File: config.mk
export PLATFORM = sky130hd
export DESIGN_NAME = regfile_op_sequencer
export DESIGN_NICKNAME = d
export VERILOG_FILES = /design/src/rtl/regfile_pkg.sv /design/src/rtl/regfile_alu.sv /design/src/rtl/regfile_op_sequencer.sv
export SDC_FILE = /design/constraint.sdc
export NUM_CORES = 1
export LEC_CHECK = 0
export ABC_AREA = 1
export BUFFER_PORTS_ARGS = -buffer_cell sky130_fd_sc_hd__buf_2
export CORE_UTILIZATION = 48
export CTS_CLUSTER_DIAMETER = 40
export CTS_CLUSTER_SIZE = 30
export DETAILED_ROUTE_END_ITERATION = 6
export PLACE_DENSITY = 0.75
export SYNTH_ARGS = -nofsm -noshare
export SYNTH_HDL_FRONTEND = slang
export SYNTH_SLANG_ARGS = --single-unit
File: constraint.sdc
create_clock -name clk -period 4 [get_ports clk]
set_clock_uncertainty 0.05 [all_clocks]
set_input_delay 0.4 -clock clk [delete_from_list [all_inputs] [get_ports clk]]
set_output_delay 0.4 -clock clk [all_outputs]
set_load 0.05 [all_outputs]
File: src/rtl/regfile_pkg.sv
// Shared types and default widths for the register-file sequencer and its ALU.
package regfile_pkg;

    localparam int DEF_DATA_WIDTH = 16;
    localparam int DEF_IDX_WIDTH  = 2;

    typedef enum logic [1:0] {
        OP_LDI = 2'd0,
        OP_MOV = 2'd1,
        OP_ADD = 2'd2,
        OP_SUB = 2'd3
    } op_t;

    typedef enum logic [1:0] {
        IDLE  = 2'd0,
        READ1 = 2'd1,
        READ2 = 2'd2,
        WRITE = 2'd3
    } seq_state_t;

endpackage

File: src/rtl/regfile_alu.sv
// Combinational result/carry for the four sequencer operations.
module regfile_alu
    import regfile_pkg::*;
#(
    parameter int DATA_WIDTH = DEF_DATA_WIDTH
) (
    input  logic [1:0]            i_op,
    input  logic [DATA_WIDTH-1:0] i_opa,
    input  logic [DATA_WIDTH-1:0] i_opb,
    input  logic [DATA_WIDTH-1:0] i_imm,
    output logic [DATA_WIDTH-1:0] o_result,
    output logic                  o_carry
);

    logic [DATA_WIDTH:0] w_sum;
    logic [DATA_WIDTH:0] w_diff;

    // The extra top bit is carry-out for ADD and borrow (opA < opB) for SUB.
    assign w_sum  = {1'b0, i_opa} + {1'b0, i_opb};
    assign w_diff = {1'b0, i_opa} - {1'b0, i_opb};

    always_comb begin
        o_result = '0;
        o_carry  = 1'b0;
        case (op_t'(i_op))
            OP_LDI: o_result = i_imm;
            OP_MOV: o_result = i_opa;
            OP_ADD: {o_carry, o_result} = w_sum;
            OP_SUB: {o_carry, o_result} = w_diff;
            default: ;
        endcase
    end

endmodule

File: src/rtl/regfile_op_sequencer.sv
// Accepts register-transfer commands, sequences single-port register-file
// reads, and issues the write-back with a coincident result pulse.
module regfile_op_sequencer
    import regfile_pkg::*;
#(
    parameter int DATA_WIDTH = DEF_DATA_WIDTH,
    parameter int IDX_WIDTH  = DEF_IDX_WIDTH
) (
    input  logic                  clk,
    input  logic                  reset,
    input  logic                  cmd_valid,
    output logic                  cmd_ready,
    input  logic [1:0]            cmd_op,
    input  logic [IDX_WIDTH-1:0]  cmd_rd,
    input  logic [IDX_WIDTH-1:0]  cmd_rs1,
    input  logic [IDX_WIDTH-1:0]  cmd_rs2,
    input  logic [DATA_WIDTH-1:0] cmd_imm,
    output logic [IDX_WIDTH-1:0]  rf_read_index,
    input  logic [DATA_WIDTH-1:0] rf_read_data,
    output logic [IDX_WIDTH-1:0]  rf_write_index,
    output logic                  rf_write_enable,
    output logic [DATA_WIDTH-1:0] rf_write_data,
    output logic                  res_valid,
    output logic                  carry
);

    seq_state_t            r_state;
    seq_state_t            w_next;
    op_t                   r_op;
    logic [IDX_WIDTH-1:0]  r_rd;
    logic [IDX_WIDTH-1:0]  r_rs1;
    logic [IDX_WIDTH-1:0]  r_rs2;
    logic [DATA_WIDTH-1:0] r_imm;
    logic [DATA_WIDTH-1:0] r_opa;
    logic [DATA_WIDTH-1:0] r_opb;
    logic                  r_carry;
    logic [DATA_WIDTH-1:0] w_result;
    logic                  w_alu_carry;
    logic                  w_accept;

    assign w_accept = cmd_valid && (r_state == IDLE);
    assign carry    = r_carry;

    regfile_alu #(
        .DATA_WIDTH(DATA_WIDTH)
    ) u_alu (
        .i_op    (r_op),
        .i_opa   (r_opa),
        .i_opb   (r_opb),
        .i_imm   (r_imm),
        .o_result(w_result),
        .o_carry (w_alu_carry)
    );

    always_ff @(posedge clk or posedge reset) begin
        if (reset) r_state <= IDLE;
        else       r_state <= w_next;
    end

    always_comb begin
        w_next          = r_state;
        cmd_ready       = 1'b0;
        rf_read_index   = '0;
        rf_write_index  = '0;
        rf_write_enable = 1'b0;
        rf_write_data   = '0;
        res_valid       = 1'b0;
        case (r_state)
            IDLE: begin
                cmd_ready = 1'b1;
                if (cmd_valid)
                    w_next = (op_t'(cmd_op) == OP_LDI) ? WRITE : READ1;
            end
            READ1: begin
                rf_read_index = r_rs1;
                w_next        = (r_op == OP_MOV) ? WRITE : READ2;
            end
            READ2: begin
                rf_read_index = r_rs2;
                w_next        = WRITE;
            end
            WRITE: begin
                rf_write_enable = 1'b1;
                rf_write_index  = r_rd;
                rf_write_data   = w_result;
                res_valid       = 1'b1;
                w_next          = IDLE;
            end
            default: w_next = IDLE;
        endcase
    end

    always_ff @(posedge clk or posedge reset) begin
        if (reset) begin
            r_op    <= OP_LDI;
            r_rd    <= '0;
            r_rs1   <= '0;
            r_rs2   <= '0;
            r_imm   <= '0;
            r_opa   <= '0;
            r_opb   <= '0;
            r_carry <= 1'b0;
        end else begin
            if (w_accept) begin
                r_op  <= op_t'(cmd_op);
                r_rd  <= cmd_rd;
                r_rs1 <= cmd_rs1;
                r_rs2 <= cmd_rs2;
                r_imm <= cmd_imm;
            end
            if (r_state == READ1) r_opa <= rf_read_data;
            if (r_state == READ2) r_opb <= rf_read_data;
            // Carry only tracks arithmetic results; LDI/MOV keep the old flag.
            if (r_state == WRITE && (r_op == OP_ADD || r_op == OP_SUB))
                r_carry <= w_alu_carry;
        end
    end

endmodule

==> results of run 1 <==
## cells in the mapped netlist (3+ instances only)
library cell    n
nand2_1       176
nor3_1          7
nor2_1         41
buf_6           8
inv_4           4
buf_2           3
ha_1           37
buf_4           5
nand4_1         6
mux2_2         33
and2_1          4
o21ai_0        50
a21oi_1        39
a31oi_1         5
dfrtp_1        59
nand3_1        44
inv_2           6
clkbuf_1       10
inv_1         100
nand2_2        10
## per-layer routing
layer / track usage / up-vias / wire (um)
li1: - / 2269 / -
met1: 0.382 / 2132 / 6340
met2: 0.445 / 205 / 6060
met3: 0.0515 / 30 / 1000
met4: 0.0910 / 0 / 336
met5: 0 / - / 0
## worst reg2reg max path, cell delays in order, from the launching register on
cell and delay, ns:
dfrtp_1 0.37, inv_1 0.09, ha_1 0.22, fa_1 0.37
inv_1 0.11, nand3_1 0.08, nand3_1 0.16, nand3_1 0.13
nand3_1 0.11, nand2_1 0.09, nand4_1 0.09, nand2_1 0.08
nand2_1 0.06, nand2_1 0.04
## state kept, by name, indices dropped and copies added, names as in the netlist, 2 cells and up
register,flops
r_state,2
r_op,2
r_rs1,2
r_rd,2
r_imm,16
r_opa,16
r_rs2,2
r_opb,16
## cell families (layout without fill, tap and decap cells)
group                      count (synthesis)  in the layout  share of synthesized area
AOI/OAI and AO/OA                        106            106                      0.121
and+or+nand+nor                          300            300                      0.270
buffers and inverters                    138            196                      0.125
muxes                                     33             33                     0.0762
xor gates and xnor gates                   1              1                    0.00180
DFF                                       59             59                      0.303
adders and majority gates                 39             39                      0.103
## how the worst max path moves through the flow
stage	slack [ns]	end	start
6_report	0.86	rf_write_data[14]	r_opb[0]
5_1_grt	0.66	rf_write_data[14]	r_opb[0]
4_1_cts	0.86	rf_write_data[14]	r_opb[0]
3_5_place_dp	1.26	rf_write_data[14]	r_opb[0]
3_3_place_gp	1.28	rf_write_data[14]	r_opb[0]
2_1_floorplan	1.21	rf_write_data[8]	r_opb[0]
## metrics by stage
step / area (um2) / instances
after global routing: 5420 / 867
after floorplan: 4880 / 676
after detailed placement: 5220 / 852
after global placement: 5220 / 852
after CTS: 5420 / 867
final: 5420 / 867
## area by class of cell
cell class / count / area, um2 / area share
clock buffers: 11 / 151 / 0.0279
clock inverters: 4 / 50.0 / 0.00924
inverters: 112 / 430 / 0.0794
multi-input cells: 479 / 2790 / 0.515
flip-flops and latches: 59 / 1480 / 0.273
well taps: 133 / 166 / 0.0307
repair buffers: 69 / 353 / 0.0651
==> out/qor.txt, run 1 <==
Crit path buffers/inverters: 3
Top Ports: 67
worst setup path class: flip-flop to output pin
maximum clock path buffer count: 2
Area Growth Syn to Fin: 11.1%
slowest cell on the critical path: dfrtp_1
vias per cell: 5.35
first-pass GRT wire length: 22.0 mm
Final Cycle Share: 0.786
vias in the first global route: 4434
Mapped Area: 0.00488 mm2
register-to-register setup slack: 1.84 ns
Clock transition at path regs: 0.07 ns
Filler Cells Inserted: 1004
CORE AREA: 0.00982 mm2
worst slew pin tran: 1.07 ns
ys flop type: dfrtp_1
Buffers on Ports: 66
share of the core filled with cells: 0.552
Worst Setup End Kind: output pin
# rows: 36
total track usage: 0.279
nets@finish: 812
Mapped Cells: 676
DPL Wire Length: 10.4 mm
Seq cells post-synth: 59
Unique masters post-synth: 40
most frequent cells in the layout: nand2_1, inv_1, buf_2, dfrtp_1, o21ai_0
Pins Over Slew Limit: 0
relative slew slack: 0.287
top cell type's share of synthesized area: 0.303
max incr delay on CP: 0.40 ns
Ys Warns: 0
post-layout min period: 3.14 ns
gpl congestion: 0.949
total congestion overflow: 0
largest net degree at the start of global routing: 37
reg2reg start: r_opa[0]
achievable frequency: 318 MHz
Post-synth EDFFs: 0
min setup slack post-route: 0.856 ns
DRC Markers: 0
crit-path max FO: 4
initial core utilization: 0.497
CTS Buf Count: 9
setup TNS: 0 ns
Seq/Total Area, Yosys: 0.303
RSZ-0062 raised after global routing: false
commonest non-fill, non-tap cell in the layout: nand2_1
crit path cell chain: ha_1 > inv_1 > fa_1 > inv_1 > nand3_4 > nand2_4 > nand2_2 > nand2_2 > nand2_1 > nand3_1 > nand2_1 > nor2_1 > nor2_1 > nor2_1 > buf_2
reg2reg end: carry
Synth area leaders: dfrtp_1, nand2_1, ha_1, inv_1, mux2_2
worst skew pair latency: 0.35 ns
die height: 103 um
ys async rst share: 1.00
initial antenna violation count: 0
clock root buffer: clkbuf_8
Synth Net Count: 758
routed wire length: 13.7 mm
Die ar.: 0.0106 mm2
post-CTS sizing: 0
DRT iter0 DRCs: 397
hold buffers post-CTS: 0
CTS H-tree depth: 3
CTS tree: yes
post-CTS setup buffer count: 0
max-cap check violation count: 0
DR WL/cell: 15.9 um
biggest area consumer among synthesized cells: dfrtp_1
DR vias: 4636
antenna diode count: 0
# setup viols final: 0
Min-Delay Path Class: input port to asynchronous set/reset pin
Min Hold Slack: 0.0776 ns
CTS sink cnt: 59
Die X-Extent: 103 um
dpl ws: 1.26 ns
Worst path top cell family by delay: simple AND/OR/NAND/NOR gates
R2R cell count: 13
layout cell share with drive strength beyond 1: 0.208
WP depth: 15
status: complete, no violations
syn avg cell area: 7.21 um2
Detailed Routing Iterations Pass 1: 5
most used cell, CP: nor2_1
arrival time at the worst endpoint: 2.69 ns
final hold violation count: 0
Worst Setup Start Kind: flip-flop
antenna viol nets, final: 0
worst endpoint required time: 3.55 ns
Power of run 1 is not shown: default switching activity piles up to over one toggle a cycle in this logic, so the estimate is an artifact.
==> run 2, diff against run 1 <==
- PLACE_DENSITY: 0.75 -> 0.77
- clock period: 4 -> 2.76 ns (I/O delays scaled with it)
==> out/qor.txt, run 2 (synthesized netlist as in run 1, its figures left out) <==
placed cell area: 0.00526 mm2 (was 0.00522 mm2)
Pins Over Slew Limit: 0 (unchanged)
Die ar.: 0.0106 mm2 (unchanged)
Die X-Extent: 103 um (unchanged)
met2 Use GR: 0.431 (was 0.445)
DR vias: 4762 (was 4636)
final hold violation count: 0 (unchanged)
met3 Resource Use GR: 0.0366 (was 0.0515)
max incr delay on CP: 0.40 ns (about the same)
min setup slack post-route: -0.00622 ns (was 0.856 ns)
Final Cell Area: 0.00591 mm2 (was 0.00542 mm2)
register-to-register setup slack: 0.68 ns (was 1.84 ns)
post-layout min period: 2.77 ns
CTS tree: yes (unchanged)
reg2reg start: r_opb[0] (was r_opa[0])
Filler Cells Inserted: 917 (was 1004)
Min-Delay Path Class: input port to flip-flop (was input port to asynchronous set/reset pin)
max-cap check violation count: 0 (unchanged)
crit path cell chain: ha_2 > inv_2 > fa_2 > inv_2 > nand3_4 > nand2_4 > buf_4 > nand2_1 > nand3_1 > nand3_1 > a31oi_2 > buf_6 (was ha_1 > inv_1 > fa_1 > inv_1 > nand3_4 > nand2_4 > nand2_2 > nand2_2 > nand2_1 > nand3_1 > nand2_1 > nor2_1 > nor2_1 > nor2_1 > buf_2)
# rows: 36 (unchanged)
Buffers on Ports: 66 (unchanged)
Final Cycle Share: 1.00
min-delay src: rf_read_data[1]
GR peak layer: met2 (unchanged)
antenna diode count: 0 (unchanged)
commonest non-fill, non-tap cell in the layout: nand2_1 (unchanged)
worst setup path class: flip-flop to output pin (unchanged)
maximum clock path buffer count: 2 (unchanged)
initial antenna violation count: 0 (unchanged)
CTS Buf Count: 9 (unchanged)
total track usage: 0.268 (was 0.279)
Top Ports: 67 (unchanged)
Min Hold Slack: 0.0914 ns (was 0.0776 ns)
met1 Track Usage GR: 0.372 (was 0.382)
most frequent cells in the layout: nand2_1, inv_1, buf_2, dfrtp_1, o21ai_0 (unchanged)
Worst Setup Start Kind: flip-flop (unchanged)
antenna viol nets, final: 0 (unchanged)
Area Growth Syn to Fin: 21.2% (was 11.1%)
DRC Markers: 0 (unchanged)
# setup viols final: 1 (was 0)
gpl congestion: 0.954 (was 0.949)
initial core utilization: 0.497 (unchanged)
vias per cell: 5.38 (was 5.35)
worst skew pair latency: 0.35 ns (about the same)
DRT iter0 DRCs: 389 (was 397)
nets@finish: 829 (was 812)
worst endpoint required time: 2.43 ns (was 3.55 ns)
Worst Setup End Kind: output pin (unchanged)
relative slew slack: 0.491 (was 0.287)
DR WL/cell: 15.6 um (was 15.9 um)
Clock transition at path regs: 0.07 ns (about the same)
Detailed Routing Iterations Pass 1: 5 (unchanged)
status: complete, but fails checks (was complete, no violations)
DPL Wire Length: 10.3 mm (was 10.4 mm)
failing checks: negative setup slack
R2R cell count: 16 (was 13)
layout cell share with drive strength beyond 1: 0.286 (was 0.208)
worst slew pin tran: 0.763 ns (was 1.07 ns)
CTS sink cnt: 59 (unchanged)
RSZ-0062 raised after global routing: true (was false)
arrival time at the worst endpoint: 2.44 ns (was 2.69 ns)
largest net degree at the start of global routing: 33 (was 37)
dpl ws: 0.201 ns (was 1.26 ns)
fin cells: 885 (was 867)
WHS Path Cells: 3
number of instances in the placed design: 858 (was 852)
registers with the most flip-flops: r_imm x16, r_opa x16, r_opb x16 (unchanged)
achievable frequency: 362 MHz
first-pass GRT wire length: 21.5 mm (was 22.0 mm)
CORE AREA: 0.00982 mm2 (unchanged)
hold endpoint: r_opb[1]
total congestion overflow: 0 (unchanged)
die height: 103 um (unchanged)
reg2reg end: carry (unchanged)
crit-path max FO: 4 (unchanged)
clock root buffer: clkbuf_8 (unchanged)
routed wire length: 13.8 mm (was 13.7 mm)
vias in the first global route: 4392 (was 4434)
CTS H-tree depth: 3 (unchanged)
slowest cell on the critical path: dfrtp_1 (unchanged)
-- run 2: cell types whose count changed in the layout (fill, tap and decap cells not counted), moves of 5 or more --
cell     delta
nand3_2     +5
inv_2       +6
buf_2      -11
nand2_1     -5
inv_1       -6
buf_4      +20
buf_6       +5
dfrtp_1     -5
dfrtp_2     +5
ha_1       -16
nand3_1     -7
ha_4       +14
-- run 2: metrics by stage --
stage | setup TNS (ns) | utilization
6_report | -0.00622 | 0.602
5_1_grt | -0.434 | 0.602
4_1_cts | 0 | 0.569
3_5_place_dp | 0 | 0.536
3_3_place_gp | 0 | 0.536
2_1_floorplan | 0 | -
-- run 2: critical path: cells and delay by family (launching register included) --
| family | cells | cell delay (ns) |
|---|---|---|
| compound gates | 1 | 0.23 |
| fa+ha+maj | 2 | 0.58 |
| buf+inv | 4 | 0.45 |
| flops | 1 | 0.40 |
| simple gates | 5 | 0.42 |
-- run 2: area by class of cell --
class                   count  area [um2]  area share
inverters                 112         430      0.0728
well taps                 133         166      0.0282
repair buffers             86         529      0.0896
flip-flops and latches     59        1480       0.251
multi-input cells         479        3080       0.521
clock inverters             4        73.8      0.0125
clock buffers              12         145      0.0246
-- run 2: timing repair --
item,CTS,global route
pin swaps,3,16
endpoints found under the hold margin,27,0
setup buffers,3,7
endpoints found under the setup margin,12,12
cloned,0,0
resized for setup,28,56
hold buffers,1,0
-- run 2: how the worst max path moves through the flow --
stage / start / to / slack, ns / cells after the start
2_1_floorplan: r_opb[0] / rf_write_data[8] / 0.09 / 10
3_3_place_gp: r_opb[0] / rf_write_data[10] / 0.24 / 15
3_5_place_dp: r_opb[0] / rf_write_data[10] / 0.20 / 15
4_1_cts: r_opb[2] / rf_write_data[11] / 0 / 13
5_1_grt: r_opb[0] / rf_write_data[14] / -0.12 / 15
6_report: r_opb[0] / rf_write_data[8] / -0.006 / 12
-- run 2: routing by layer --
metal	wire length, um	share of wire
met1	6320	0.46
met2	6420	0.47
met3	770	0.056
met4	275	0.020
met5	0	0
Power of run 2 is left out for the same reason.
==> run 3, diff against run 2 <==
- PLACE_DENSITY: 0.77 -> 0.75
- clock period: 2.76 -> 3.5 ns (I/O delays scaled with it)
==> out/qor.txt, run 3 (synthesized netlist as in run 1, its figures left out) <==
Final Cycle Share: 0.892
registers with the most flip-flops: r_imm x16, r_opa x16, r_opb x16 (unchanged)
Filler Cells Inserted: 996 (was 917)
nets@finish: 813 (was 829)
worst skew pair latency: 0.35 ns (about the same)
max-cap check violation count: 0 (unchanged)
Detailed Routing Iterations Pass 1: 5 (unchanged)
Top Ports: 67 (unchanged)
commonest non-fill, non-tap cell in the layout: nand2_1 (unchanged)
total congestion overflow: 0 (unchanged)
CTS tree: yes (unchanged)
crit-path max FO: 4 (unchanged)
CTS H-tree depth: 3 (unchanged)
first-pass GRT wire length: 21.8 mm (was 21.5 mm)
CTS sink cnt: 59 (unchanged)
antenna diode count: 0 (unchanged)
Min-Delay Path Class: input port to asynchronous set/reset pin (was input port to flip-flop)
initial core utilization: 0.497 (unchanged)
initial antenna violation count: 0 (unchanged)
layout cell share with drive strength beyond 1: 0.208 (was 0.286)
Pins Over Slew Limit: 0 (unchanged)
# rows: 36 (unchanged)
reg2reg end: carry (unchanged)
maximum clock path buffer count: 2 (unchanged)
worst endpoint required time: 3.10 ns (was 2.43 ns)
post-layout min period: 3.12 ns
relative slew slack: 0.292 (was 0.491)
Worst Setup End Kind: output pin (unchanged)
achievable frequency: 320 MHz
Die ar.: 0.0106 mm2 (unchanged)
# setup viols final: 0 (was 1)
RSZ-0062 raised after global routing: false (was true)
largest net degree at the start of global routing: 60 (was 33)
die height: 103 um (unchanged)
post-CTS setup buffer count: 0 (was 3)
DRC Markers: 0 (unchanged)
status: complete, no violations (was complete, but fails checks)
Clock transition at path regs: 0.07 ns (about the same)
worst slew pin tran: 1.06 ns (was 0.763 ns)
register-to-register setup slack: 1.27 ns (was 0.68 ns)
DRT iter0 DRCs: 242 (was 389)
number of instances in the placed design: 853 (was 858)
DR WL/cell: 15.2 um (was 15.6 um)
total track usage: 0.277 (was 0.268)
CTS Buf Count: 9 (unchanged)
vias per cell: 5.21 (was 5.38)
gpl congestion: 0.920 (was 0.954)
final hold violation count: 0 (unchanged)
DR vias: 4530 (was 4762)
arrival time at the worst endpoint: 2.72 ns (was 2.44 ns)
hold buffers post-CTS: 0 (was 1)
setup TNS: 0 ns (was -0.00622 ns)
routed wire length: 13.2 mm (was 13.8 mm)
worst setup path class: flip-flop to output pin (unchanged)
Area Growth Syn to Fin: 11.1% (was 21.2%)
DPL Wire Length: 10.1 mm (was 10.3 mm)
Buffers on Ports: 66 (unchanged)
fin cells: 869 (was 885)
Die X-Extent: 103 um (unchanged)
clock root buffer: clkbuf_8 (unchanged)
R2R cell count: 13 (was 16)
vias in the first global route: 4465 (was 4392)
reg2reg start: r_opa[0] (was r_opb[0])
antenna viol nets, final: 0 (unchanged)
CORE AREA: 0.00982 mm2 (unchanged)
Worst Setup Start Kind: flip-flop (unchanged)
post-CTS sizing: 0 (was 28)
most frequent cells in the layout: nand2_1, inv_1, buf_2, dfrtp_1, o21ai_0 (unchanged)
run 3: final cells by class:
| type | count | area [um2] | area share |
|---|---|---|---|
| clock buffer | 12 | 145 | 0.0268 |
| timing repair buffer | 70 | 360 | 0.0665 |
| multi-input combinational | 479 | 2790 | 0.515 |
| clock inverter | 4 | 50.0 | 0.00924 |
| inverter | 112 | 430 | 0.0794 |
| sequential | 59 | 1480 | 0.272 |
| tap | 133 | 166 | 0.0307 |
run 3: stage by stage:
step                      hold WS [ns]  setup WS [ns]  utilization  cell area [um2]
after floorplan                  0.417          0.758            -             4880
after global placement           0.419          0.843        0.532             5220
after detailed placement         0.425          0.813        0.532             5220
after CTS                        0.152          0.408        0.552             5420
after global routing             0.167          0.216        0.552             5420
final                            0.166          0.378        0.552             5420
run 3: worst max path at each step:
stage / cells after the start / end / slack [ns] / start
4_1_cts: 15 / rf_write_data[14] / 0.41 / r_opb[0]
5_1_grt: 14 / rf_write_data[12] / 0.22 / r_opa[0]
2_1_floorplan: 10 / rf_write_data[8] / 0.76 / r_opb[0]
6_report: 11 / rf_write_data[8] / 0.38 / r_opb[0]
3_3_place_gp: 11 / rf_write_data[8] / 0.84 / r_opb[0]
3_5_place_dp: 15 / rf_write_data[14] / 0.81 / r_opb[0]
run 3: critical path, cell delays in order, from the launching register on:
cell	delay, ns
dfrtp_1	0.39
ha_1	0.23
inv_1	0.07
fa_1	0.39
inv_1	0.14
nand3_4	0.09
nand2_4	0.10
nand2_1	0.07
nand3_1	0.08
nand3_1	0.10
a31oi_1	0.37
buf_2	0.33
run 3: layer usage:
layer / share of wire / vias to the layer above / global-route usage
met5: 0 / - / 0
met4: 0.025 / 0 / 0.125
met3: 0.061 / 26 / 0.0386
met2: 0.44 / 155 / 0.427
met1: 0.47 / 2079 / 0.386
li1: - / 2270 / -
Power of run 3 is left out for the same reason.
